### src/rtl/pc_sequencer.sv
// Next-PC controller for fetch: arbitrates exception / mispredict / predictor /
// sequential redirects, holds PC under stall and parks a stalled mispredict.
module pc_sequencer #(
  parameter int                    ADDR_WIDTH = 32,
  parameter logic [ADDR_WIDTH-1:0] RESET_PC   = 'hBFC00000,
  parameter int                    INST_BYTES = 4
) (
  input  logic                  clk,
  input  logic                  rst,
  input  logic                  stall,
  input  logic                  exc_valid,
  input  logic [ADDR_WIDTH-1:0] exc_pc,
  input  logic                  bra_valid,
  input  logic [ADDR_WIDTH-1:0] bra_pc,
  input  logic                  pred_valid,
  input  logic [ADDR_WIDTH-1:0] pred_pc,
  output logic [ADDR_WIDTH-1:0] pc,
  output logic                  pc_valid,
  output logic                  flush_out,
  output logic                  redirect_pending
);

  typedef enum logic [1:0] {BOOT, RUN, HOLD} state_t;

  state_t                state;
  logic                  pending;
  logic                  pend_is_exc;
  logic [ADDR_WIDTH-1:0] pend_pc;

  // Flush fires even while stalled so the buffer drops its wrong-path PC.
  assign flush_out        = ~rst & (exc_valid | bra_valid);
  assign redirect_pending = pending | pend_is_exc;

  always_ff @(posedge clk) begin
    if (rst) begin
      state       <= BOOT;
      pc          <= RESET_PC;
      pc_valid    <= 1'b0;
      pending     <= 1'b0;
      pend_pc     <= '0;
      pend_is_exc <= 1'b0;
    end else begin
      unique case (state)
        BOOT: begin
          // RESET_PC is the first fetch; requests here are not yet meaningful.
          pc_valid <= 1'b1;
          state    <= RUN;
        end
        RUN: begin
          if (exc_valid) begin
            pc <= exc_pc;
          end else if (stall) begin
            if (bra_valid) begin
              pend_pc <= bra_pc;
              pending <= 1'b1;
              state   <= HOLD;
            end
          end else if (bra_valid) begin
            pc <= bra_pc;
          end else if (pred_valid) begin
            pc <= pred_pc;
          end else begin
            pc <= pc + ADDR_WIDTH'(INST_BYTES);
          end
        end
        HOLD: begin
          if (exc_valid) begin
            pc      <= exc_pc;
            pending <= 1'b0;
            state   <= RUN;
          end else if (stall) begin
            if (bra_valid) pend_pc <= bra_pc;
          end else begin
            // A fresh mispredict on the release edge is newer than the held one.
            pc      <= bra_valid ? bra_pc : pend_pc;
            pending <= 1'b0;
            state   <= RUN;
          end
        end
        default: state <= BOOT;
      endcase
    end
  end

endmodule

### config.mk
export PLATFORM = sky130hd
export DESIGN_NAME = pc_sequencer
export DESIGN_NICKNAME = d
export VERILOG_FILES = /design/src/rtl/pc_sequencer.sv
export SDC_FILE = /design/constraint.sdc
export NUM_CORES = 1
export LEC_CHECK = 0
export ABC_CLOCK_PERIOD_IN_PS = 5000
export CAP_MARGIN = 20
export CORE_ASPECT_RATIO = 1.75
export CORE_UTILIZATION = 35
export DETAILED_ROUTE_END_ITERATION = 7
export MAX_ROUTING_LAYER = met4
export PLACE_DENSITY = 0.61
export RECOVER_POWER = 100
export SKIP_LAST_GASP = 1
export SLEW_MARGIN = 20
export SYNTH_ARGS = -nofsm -noshare
export SYNTH_HDL_FRONTEND = slang
export SYNTH_SLANG_ARGS = --single-unit
### constraint.sdc
create_clock -name clk -period 5 [get_ports clk]
set_input_delay 1 -clock clk [delete_from_list [all_inputs] [get_ports clk]]
set_output_delay 1 -clock clk [all_outputs]
set_load 0.05 [all_outputs]
==> flow_metrics.py <==
metrics = {
    "run_status": {
        "outcome": "finished clean",
    },
    "sta": {
        "clock_skew_ps": 8.58,
        "post_route_worst_hold_slack_ps": 453,
        "period_share": 0.781,
        "achievable_frequency_ghz": 0.256,
        "rsz_0062_raised_after_global_routing": "false",
        "max-slew-margin-rel": 0.132,
        "hold_violations": 0,
        "setup_tns_ps": 0,
        "setup_violations": 0,
        "slew_violations": 0,
        "final.min_clock_period_ps": 3910,
        "tightest_slew_ps": 1300,
    },
    "cells_and_area": {
        "layout-drive-gt1-share": 0.0458,
        "most-common-layout-cells": "sky130_fd_sc_hd__nand2_1 (113), sky130_fd_sc_hd__clkdlybuf4s50_1 (97), sky130_fd_sc_hd__dfxtp_1 (68)",
        "antennaDiodeCount": 0,
        "fill_cell_count": 1239,
        "layoutNonFillerInstCount": 886,
        "area_delta_synth_final_pct": 40.2,
        "layout.nets": 822,
        "finish.instance_area_um2": 6180,
        "layout_commonest_cell": "sky130_fd_sc_hd__nand2_1",
    },
    "global_route": {
        "grt_start_max_net_pins": 38,
        "initial_antenna_violation_count": 0,
        "gr-usage-all-layers": 0.303,
        "wire_length_of_the_first_global_routing_pass_mm": 28.6,
        "vias_in_the_first_global_route": 5105,
        "grt.overflow.total": 0,
    },
    "cts": {
        "cts_tree": "built",
        "clock_edge_transition_at_the_registers_on_the_reported_setup_and_hold_paths_ps": 50,
        "cts-htree-levels": 3,
        "clock_sink_count": 68,
        "cts_max_path_buffers": 2,
        "post_cts_repair_setup_buffers": 0,
        "cts_root_buf": "sky130_fd_sc_hd__clkbuf_16",
        "numCtsBuffers": 9,
        "cts-hold-fix-buffers": 0,
        "clkLatencyLatePin_ps": 340,
        "cts_resized": 0,
    },
    "pwr": {
        "power_per_standard_cell_area_nw_per_um2": 311,
        "total_power_w": 0.00192,
        "leakagePower_nw": 2.23,
        "peakVddDrop_uv": 165,
    },
    "worst_setup_path": {
        "critPathCaptureType": "primary output",
        "timing_worst_setup_path_type": "in -> out",
        "path_max_fanout": 37,
        "crit_path_top_cell_by_count": "sky130_fd_sc_hd__nor2_1",
        "cp.required_ps": 4000,
        "crit_chain": "dlygate4sd3_1, buf_4, nor2_1, nor2_1, clkbuf_1",
        "critical_path.max_stage_delay_ps": 750,
        "crit_path_top_delay_cell": "sky130_fd_sc_hd__dlygate4sd3_1",
        "setup.worst_path.start_class": "input port",
        "cp.arrival_ps": 2910,
    },
    "floorplan": {
        "floorplan.core_area_um2": 12100,
        "start_util": 0.363,
        "boundaryPins": 137,
        "die_w_um": 86.8,
        "dieHeight_um": 150,
        "die_area_um2": 13100,
        "row_count": 53,
    },
    "yosys": {
        "netlist_instances": 603,
        "synth-seq-cells": 68,
        "synth-seq-area-share": 0.309,
        "post-synth-top-area-cell": "sky130_fd_sc_hd__dfxtp_1",
        "synth_ff_type": "sky130_fd_sc_hd__dfxtp_1",
        "synthesis.nets": 709,
        "netlist_area_um2": 4410,
        "synth_top_area_share": 0.309,
        "yosys-top-cells-area": "sky130_fd_sc_hd__dfxtp_1 (31%), sky130_fd_sc_hd__nand2_1 (9.6%), sky130_fd_sc_hd__a21oi_1 (7.5%), sky130_fd_sc_hd__mux2i_1 (3.9%), sky130_fd_sc_hd__nor2_1 (3.3%)",
        "synth-edff-count": 0,
        "postSynth.asyncResetShare": 0,
        "synthDistinctLibCells": 66,
        "syn_area_per_cell_um2": 7.31,
        "synth_warnings": 0,
    },
    "placement": {
        "io_buffer_count": 136,
        "gp_congestion": 0.917,
        "dpl-instance-area_um2": 5880,
        "detailedPlacementHpwl_mm": 13.8,
        "placedCellCount": 870,
    },
    "drt": {
        "routed_wirelength_mm": 18.7,
        "routedWlPerCell_um": 21.1,
        "drt_pass1_iterations": 5,
        "vias": 5241,
        "antenna_violating_nets_post_route": 0,
        "drc_markers": 0,
        "drt_first_iter_violations": 389,
        "vias_per_cell": 5.92,
    },
    "flow_run": {
        "max_cap_check_violation_count": 0,
    },
    "min_path": {
        "timing.hold.worst.class": "reg -> reg",
    },
}
==> worst paths after layout <==
kind | start | end | slack [ps] | cells after the start
max | exc_valid | flush_out | 1090 | 5
min | pend_pc[31] | pend_pc[31] | 450 | 2
max reg2reg | state[0] | pc[28] | 2320 | 9
min reg2reg | pend_pc[31] | pend_pc[31] | 450 | 2
==> routing by layer <==
metal | GRT usage | wire (um) | part of all wire | up-vias
li1 | - | - | - | 2456
met1 | 0.371 | 7820 | 0.42 | 2509
met2 | 0.472 | 9140 | 0.49 | 223
met3 | 0.0461 | 953 | 0.051 | 53
met4 | 0.170 | 819 | 0.044 | 0
met5 | - | 0 | 0 | -
==> synth_stat cells, types with 9 or more instances <==
cell and number:
sky130_fd_sc_hd__a21oi_1 66, sky130_fd_sc_hd__a221oi_1 16, sky130_fd_sc_hd__a31oi_1 12, sky130_fd_sc_hd__buf_2 9
sky130_fd_sc_hd__clkbuf_1 35, sky130_fd_sc_hd__dfxtp_1 68, sky130_fd_sc_hd__inv_1 9, sky130_fd_sc_hd__mux2i_1 17
sky130_fd_sc_hd__nand2_1 113, sky130_fd_sc_hd__nand3_1 15, sky130_fd_sc_hd__nand4_1 9, sky130_fd_sc_hd__nor2_1 39
sky130_fd_sc_hd__nor3_1 15, sky130_fd_sc_hd__o21a_1 9, sky130_fd_sc_hd__o21ai_0 22, sky130_fd_sc_hd__o21ai_1 16
==> final cells by class <==
type / instances / area (um^2) / share of cell area
Clock buffer: 12 / 246 / 0.0399
Clock inverter: 4 / 72.6 / 0.0117
Inverter: 12 / 45.0 / 0.00729
Multi-Input combinational cell: 474 / 2810 / 0.454
Sequential cell: 68 / 1360 / 0.220
Tap cell: 165 / 206 / 0.0334
Timing Repair Buffer: 151 / 1440 / 0.233
==> sequential cells by signal (all words and copies together) (netlist names) <==
name	count
pc	32
pc_valid	1
pending	1
pend_pc	32
state	2
==> logic make-up after synthesis <==
logic type / share of synthesized area
and+or+nand+nor: 0.248
AOI/OAI and AO/OA: 0.321
DFF: 0.309
buffers and inverters: 0.0545
muxes: 0.0412
xor gates and xnor gates: 0.0159
adders and majority gates: 0.0114
==> power by group <==
| group | internal [W] | switching (W) |
|---|---|---|
| sequential | 0.000587 | 0.0000625 |
| combinational | 0.000224 | 0.000356 |
| clock | 0.000450 | 0.000244 |
==> worst max-delay path, delay by kind of cell <==
family / cells / cell delay, ps
buf+inv: 3 / 1680
simple gates: 2 / 220
==> through the flow <==
step	util	setup slack, ps
floorplan	-	1850
global placement	0.485	1250
global route	0.509	989
detailed placement	0.485	1240
CTS	0.511	1430
finish	0.509	1090
No activity file was read; power rests on OpenSTA's default activity.
